==> config.mk <==
export PLATFORM = sky130hd
export DESIGN_NAME = mnist_tile_scheduler
export DESIGN_NICKNAME = d
export VERILOG_FILES = /design/src/rtl/mnist_tile_scheduler.sv
export SDC_FILE = /design/constraint.sdc
export NUM_CORES = 2
export LEC_CHECK = 0
export CAP_MARGIN = 10
export CORE_ASPECT_RATIO = 1.1
export CORE_MARGIN = 5
export CORE_UTILIZATION = 61
export DETAILED_ROUTE_END_ITERATION = 10
export GPL_TIMING_DRIVEN = 0
export PLACE_DENSITY = 0.93
export SETUP_SLACK_MARGIN = 0.2
export SLEW_MARGIN = 40
export SYNTH_ARGS = -nofsm -noshare
export SYNTH_HDL_FRONTEND = slang
export SYNTH_SLANG_ARGS = --single-unit
==> constraint.sdc <==
create_clock -name clk -period 24.9 [get_ports clk]
set_clock_uncertainty 0.1 [all_clocks]
set_input_delay 3.735 -clock clk [delete_from_list [all_inputs] [get_ports clk]]
set_output_delay 3.735 -clock clk [all_outputs]
set_load 0.01 [all_outputs]
==> src/rtl/mnist_tile_scheduler.sv <==
// mnist_tile_scheduler: sequences the systolic array through one 1x784 by
// 784x10 inference. It walks the K dimension in tiles of ARRAY_L rows,
// accumulates the per-tile partial sums, and reduces them with an argmax
// into a one-hot class.
module mnist_tile_scheduler #(
    parameter int DATA_WIDTH = 16,
    parameter int ARRAY_L    = 10,
    parameter int ARRAY_A_L  = 784,
    parameter int ARRAY_W_L  = 10,
    parameter int ACC_WIDTH  = 40,
    parameter int IMAGES     = 10,
    parameter int TIMEOUT    = 1023
) (
    input  logic                                              clk,
    input  logic                                              reset,
    input  logic                                              start,
    input  logic [$clog2(IMAGES)-1:0]                         image_num,
    output logic                                              busy,
    output logic                                              done,
    output logic                                              err,
    output logic [ARRAY_W_L-1:0]                              classes,
    output logic [3:0]                                        class_idx,
    output logic [$clog2(IMAGES)-1:0]                         arr_image_num,
    output logic [$clog2((ARRAY_A_L+ARRAY_L-1)/ARRAY_L)-1:0]  arr_tile_idx,
    output logic [$clog2(ARRAY_L+1)-1:0]                      arr_valid_rows,
    output logic                                              arr_load_w,
    input  logic                                              arr_load_ack,
    output logic                                              arr_start,
    input  logic                                              arr_done,
    input  logic [ARRAY_W_L*2*DATA_WIDTH-1:0]                 arr_psum
);

    localparam int NUM_TILES = (ARRAY_A_L + ARRAY_L - 1) / ARRAY_L;
    localparam int LAST_ROWS = ARRAY_A_L - (NUM_TILES - 1) * ARRAY_L;
    localparam int IW        = $clog2(IMAGES);
    localparam int TW        = $clog2(NUM_TILES);
    localparam int RW        = $clog2(ARRAY_L + 1);
    localparam int CW        = $clog2(ARRAY_W_L);
    localparam int PW        = 2 * DATA_WIDTH;
    localparam int TMW       = $clog2(TIMEOUT + 1);

    localparam logic [TW-1:0]        LAST_TILE = TW'(NUM_TILES - 1);
    localparam logic [CW-1:0]        LAST_COL  = CW'(ARRAY_W_L - 1);
    localparam logic [TMW-1:0]       TMR_LAST  = TMW'(TIMEOUT - 1);
    localparam logic [ARRAY_W_L-1:0] ONE_LSB   = ARRAY_W_L'(1);

    typedef enum logic [2:0] {
        S_IDLE,
        S_LOAD,
        S_RUN,
        S_ACC,
        S_ARGMAX,
        S_DONE
    } state_e;

    state_e                  state_q, state_d;
    logic [TW-1:0]           tile_q, tile_d;
    logic [CW-1:0]           col_q, col_d;
    logic [TMW-1:0]          timer_q;
    logic signed [ACC_WIDTH-1:0] acc_q [ARRAY_W_L];
    logic signed [ACC_WIDTH-1:0] best_q, best_d;
    logic [CW-1:0]           best_idx_q, best_idx_d;
    logic [ARRAY_W_L*PW-1:0] psum_q;

    logic                    accept_start;
    logic                    capture;
    logic                    timeout;

    logic                    busy_q;
    logic                    done_q;
    logic                    err_q;
    logic [ARRAY_W_L-1:0]    classes_q;
    logic [3:0]              class_idx_q;
    logic [IW-1:0]           image_q;
    logic [RW-1:0]           valid_rows_q;
    logic                    load_w_q;
    logic                    arr_start_q;

    // Sign-extend one PW-bit partial-sum column to accumulator width.
    function automatic logic signed [ACC_WIDTH-1:0] sext_psum(input logic [PW-1:0] p);
        return {{(ACC_WIDTH - PW){p[PW-1]}}, p};
    endfunction

    // Next-state logic, tile/column stepping and the running argmax.
    always_comb begin
        state_d      = state_q;
        tile_d       = tile_q;
        col_d        = col_q;
        best_d       = best_q;
        best_idx_d   = best_idx_q;
        accept_start = 1'b0;
        capture      = 1'b0;
        timeout      = 1'b0;
        case (state_q)
            S_IDLE: begin
                if (start) begin
                    accept_start = 1'b1;
                    tile_d       = '0;
                    state_d      = S_LOAD;
                end
            end
            S_LOAD: begin
                if (arr_load_ack) begin
                    state_d = S_RUN;
                end else if (timer_q == TMR_LAST) begin
                    timeout = 1'b1;
                    state_d = S_DONE;
                end
            end
            S_RUN: begin
                // timer_q == 0 marks the first RUN cycle, where arr_done is ignored.
                if (arr_done && (timer_q != '0)) begin
                    capture = 1'b1;
                    state_d = S_ACC;
                end else if (timer_q == TMR_LAST) begin
                    timeout = 1'b1;
                    state_d = S_DONE;
                end
            end
            S_ACC: begin
                if (tile_q == LAST_TILE) begin
                    col_d   = '0;
                    state_d = S_ARGMAX;
                end else begin
                    tile_d  = tile_q + 1'b1;
                    state_d = S_LOAD;
                end
            end
            S_ARGMAX: begin
                // Strict compare keeps the lowest index on ties.
                if ((col_q == '0) || (acc_q[col_q] > best_q)) begin
                    best_d     = acc_q[col_q];
                    best_idx_d = col_q;
                end
                if (col_q == LAST_COL) begin
                    state_d = S_DONE;
                end else begin
                    col_d = col_q + 1'b1;
                end
            end
            S_DONE: begin
                state_d = S_IDLE;
            end
            default: begin
                state_d = S_IDLE;
            end
        endcase
    end

    // State register with tile/column counters and the per-state timeout timer.
    always_ff @(posedge clk) begin
        if (reset) begin
            state_q <= S_IDLE;
            tile_q  <= '0;
            col_q   <= '0;
            timer_q <= '0;
        end else begin
            state_q <= state_d;
            tile_q  <= tile_d;
            col_q   <= col_d;
            if (state_d != state_q) begin
                timer_q <= '0;
            end else if ((state_q == S_LOAD) || (state_q == S_RUN)) begin
                timer_q <= timer_q + 1'b1;
            end
        end
    end

    // Partial-sum capture, accumulation and argmax tracking registers.
    always_ff @(posedge clk) begin
        if (reset) begin
            psum_q     <= '0;
            best_q     <= '0;
            best_idx_q <= '0;
            for (int j = 0; j < ARRAY_W_L; j++) begin
                acc_q[j] <= '0;
            end
        end else begin
            best_q     <= best_d;
            best_idx_q <= best_idx_d;
            if (capture) begin
                psum_q <= arr_psum;
            end
            if (accept_start) begin
                for (int j = 0; j < ARRAY_W_L; j++) begin
                    acc_q[j] <= '0;
                end
            end else if (state_q == S_ACC) begin
                for (int j = 0; j < ARRAY_W_L; j++) begin
                    acc_q[j] <= acc_q[j] + sext_psum(psum_q[j*PW +: PW]);
                end
            end
        end
    end

    // Registered outputs, derived from the state being entered so they line up with it.
    always_ff @(posedge clk) begin
        if (reset) begin
            busy_q       <= 1'b0;
            done_q       <= 1'b0;
            err_q        <= 1'b0;
            classes_q    <= '0;
            class_idx_q  <= '0;
            image_q      <= '0;
            valid_rows_q <= '0;
            load_w_q     <= 1'b0;
            arr_start_q  <= 1'b0;
        end else begin
            busy_q      <= (state_d != S_IDLE);
            done_q      <= (state_d == S_DONE);
            load_w_q    <= (state_d == S_LOAD);
            arr_start_q <= (state_d == S_RUN) && (state_q != S_RUN);
            if (state_d == S_LOAD) begin
                valid_rows_q <= (tile_d == LAST_TILE) ? RW'(LAST_ROWS) : RW'(ARRAY_L);
            end
            if (accept_start) begin
                image_q     <= image_num;
                err_q       <= 1'b0;
                classes_q   <= '0;
                class_idx_q <= '0;
            end else if (timeout) begin
                err_q       <= 1'b1;
                classes_q   <= '0;
                class_idx_q <= '0;
            end else if ((state_q == S_ARGMAX) && (state_d == S_DONE)) begin
                classes_q   <= ONE_LSB << best_idx_d;
                class_idx_q <= 4'(best_idx_d);
            end
        end
    end

    assign busy           = busy_q;
    assign done           = done_q;
    assign err            = err_q;
    assign classes        = classes_q;
    assign class_idx      = class_idx_q;
    assign arr_image_num  = image_q;
    assign arr_tile_idx   = tile_q;
    assign arr_valid_rows = valid_rows_q;
    assign arr_load_w     = load_w_q;
    assign arr_start      = arr_start_q;

endmodule

==> metrics.cfg <==
[setup_path]
end_kind=register
path_cells=clkdlybuf4s50_1, inv_1, nand2_1, clkbuf_1, clkbuf_1, clkbuf_1, nor2_1
cpPeakStageDelay_ns=0.66
worstPathRequired_ns=25.18
critPathArrivalTime_ns=6.83
worst-path-buf-inv=5
cpLargestDelayFamily=buffers and inverters
critPathLaunchType=input port
worst_path_max_delay_cell=clkbuf_1
crit_top_cell=clkbuf_1
crit_fanout=10
crit_type=in2reg

[drt]
wl_per_cell_um=23.3
ant_nets=0
vias_per_cell=6.40
num_vias=47224
remaining_drc_errors=0
drt_wl_total_mm=172
first_pass_iters=7
drt_iter0_markers=5281

[sta]
fin_crit_sh_pct=26.3
tightest_slew_ns=0.888
timing.hold.ws_ns=0.360
fin_crit_ns=6.55
setup_viol=0
rsz0062_at_grt=false
tns_ns=0
fmax_mhz=153
hold_violations=0
drv_slew=0
maxSlewHeadroom_pct=40.8

[yosys]
synthAdderAreaFrac_pct=11.0
ys_seq_elements=817
ys_top_cells_by_area=edfxtp_1, dfxtp_1, ha_1
synth_cell_type_count=91
synth_xor_area_share_pct=5.56
async_flop_share_pct=0
synth_common_cells=nand2_1, a21oi_1, nor2_1
synth_top_area_share_pct=23.2
yosys_warnings=0
yosys.area.top_type=edfxtp_1
synth_top_family_by_area=compound AO/OA/AOI/OAI gates
ys_seq_area_share_pct=39.4
synth_edf_count=400
syn_avg_cell_area_sq_um=9.07
yosys.area_share.simple_pct=16.7
syn-num-nets=6474
post-synth-top-count-cell=nand2_1
synth_compound_gate_area_share_pct=18.9
synthCells=5697
synthesis.area_sq_um=51700
synth.area.mux_share_pct=5.44
synthFlopType=dfxtp_1

[clock_network]
cts-buffers-inserted=87
cts_buffer_depth=3
cts_resized=0
clock_latency_ns=0.69
hold_buffers=0
cts_tree=done
cts_setup_buffers=0
clockRootBuffer=clkbuf_16
clkSlewWorstSetupHoldPaths_ns=0.07
cts_sinks=817
htreeDepth=3

[floorplanning]
rows=112
fp.dieW_um=288
die_height_um=315
core-area_sq_um=84500
start_util_pct=61.2
die_area_sq_um=90700
io_pins=363

[place]
dp_hpwl_mm=131
gp_congestion=1.05
port_buffers=361

[global_route]
grt.overflow.total=0
grt_use_total_pct=36.4
grt_pass1_vias=45791
antenna_found_initial=9
grt_start_max_net_pins=43
grt_pass1_wl_mm=257

[finish]
drive_gt1_share_pct=5.36
syn_to_final_growth_pct=16.6
layout.nets=6937

[run_status]
outcome=finished clean

[power]
p_sw_share_pct=26.2
irDropWorstVdd_v=0.0000535
p_seq_share_pct=45.3
combinationalPowerShare_pct=11.6
internal_power_mw=2.49
p_total_mw=3.37
p_per_area_nw_per_um2=55.9
p_switching_uw=882
p_leak_nw=24.1
p_clk_share_pct=43.1

[job]
cap_viol_max_count=0

[hold_path]
hold_path_class=reg2reg

-- final cells by class --
cell class                 count  area [sq um]
multi-input combinational   4468         29800
fill                        5926         24200
sequential                   817         20400
timing repair buffer         374          3850
clock buffer                 125          2760
tap                         1140          1430
buffer                       242           983
inverter                     170           638
clock inverter                39           452
antenna                        3          7.51
-- logic make-up after synthesis --
| group | count (synthesis) |
|---|---|
| buffers and inverters | 412 |
| flip-flops | 817 |
| adder cells (fa/ha/maj) | 448 |
| multiplexers | 181 |
| other | 1 |
| AND/OR/NAND/NOR | 1962 |
| AO/OA/AOI/OAI | 1548 |
| XOR/XNOR | 328 |
-- metrics by stage --
step / cells / setup slack (ns) / area [sq um] / util (%)
after floorplan: 5697 / 11.97 / 51700 / -
after global placement: 7198 / 6.79 / 56700 / 67.1
after detailed placement: 7211 / 17.66 / 57000 / 67.5
after CTS: 7375 / 18.37 / 60200 / 71.3
after global routing: 7378 / 18.21 / 60300 / 71.3
final: 7378 / 18.35 / 60300 / 71.3
-- worst min-delay path: stages (launching register included) --
cell     delay (ns)
dfxtp_1        0.31
nand2_1        0.05
a21oi_1        0.05
-- path summary, 6_finish.rpt --
path                            start                         end  slack [ns]  depth (start not counted)
max                             reset  acc_q[2][37]$_SDFFCE_PN0P_       18.35                          7
min          psum_q[155]$_SDFFE_PP0P_    psum_q[155]$_SDFFE_PP0P_        0.36                          2
max reg2reg                  register     best_q[36]$_SDFFE_PP0P_       18.40                         20
min reg2reg  psum_q[155]$_SDFFE_PP0P_    psum_q[155]$_SDFFE_PP0P_        0.36                          2
-- cells in the final DEF (no fill, tap or decap), types with 55 or more instances in the layout --
cell / Yosys / routed
o21ai_0: 172 / 172
nor2_1: 558 / 558
inv_1: 170 / 170
mux4_2: 80 / 80
dfxtp_1: 417 / 417
and3_1: 57 / 57
nor3_1: 101 / 101
clkbuf_16: 0 / 100
a211oi_1: 74 / 74
o21a_1: 68 / 68
a21o_1: 229 / 229
xor2_1: 144 / 144
xnor2_1: 184 / 184
edfxtp_1: 400 / 400
ha_1: 438 / 438
o21bai_1: 55 / 55
clkdlybuf4s50_1: 0 / 361
nand2_1: 843 / 841
nor2b_1: 106 / 106
clkbuf_1: 214 / 195
a21oi_1: 680 / 680
nand3_1: 75 / 75
nand2b_1: 57 / 57
mux2i_1: 100 / 100
-- state kept, by name, indices dropped and copies added (netlist names), named ones only --
| signal | cells |
|---|---|
| arr_start | 1 |
| err | 1 |
| busy | 1 |
| classes | 10 |
| arr_tile_idx | 7 |
| psum_q | 320 |
| arr_valid_rows | 2 |
| col_q | 4 |
| best_idx_q | 4 |
| acc_q | 400 |
| state_q | 3 |
| timer_q | 10 |
| class_idx | 4 |
| done | 1 |
| arr_image_num | 4 |
| arr_load_w | 1 |
| best_q | 40 |
-- layer usage --
| metal | global-route usage [%] | routed length, um |
|---|---|---|
| met4 | 26.7 | 15300 |
| met5 | 0 | 22 |
| met1 | 44.3 | 62200 |
| met3 | 8.05 | 18600 |
| met2 | 57.2 | 75900 |
-- power groups by stage --
stage                     Sequential (mW)  Clock (mW)  Combinational [mW]
after global routing                 1.53        1.51               0.415
after detailed placement             1.55           0               0.374
after CTS                            1.52        1.45               0.379
final                                1.53        1.45               0.390
after floorplan                      1.54           0               0.224
after global placement               1.58           0               0.355
Note: power is estimated with default switching activity, not from simulation.
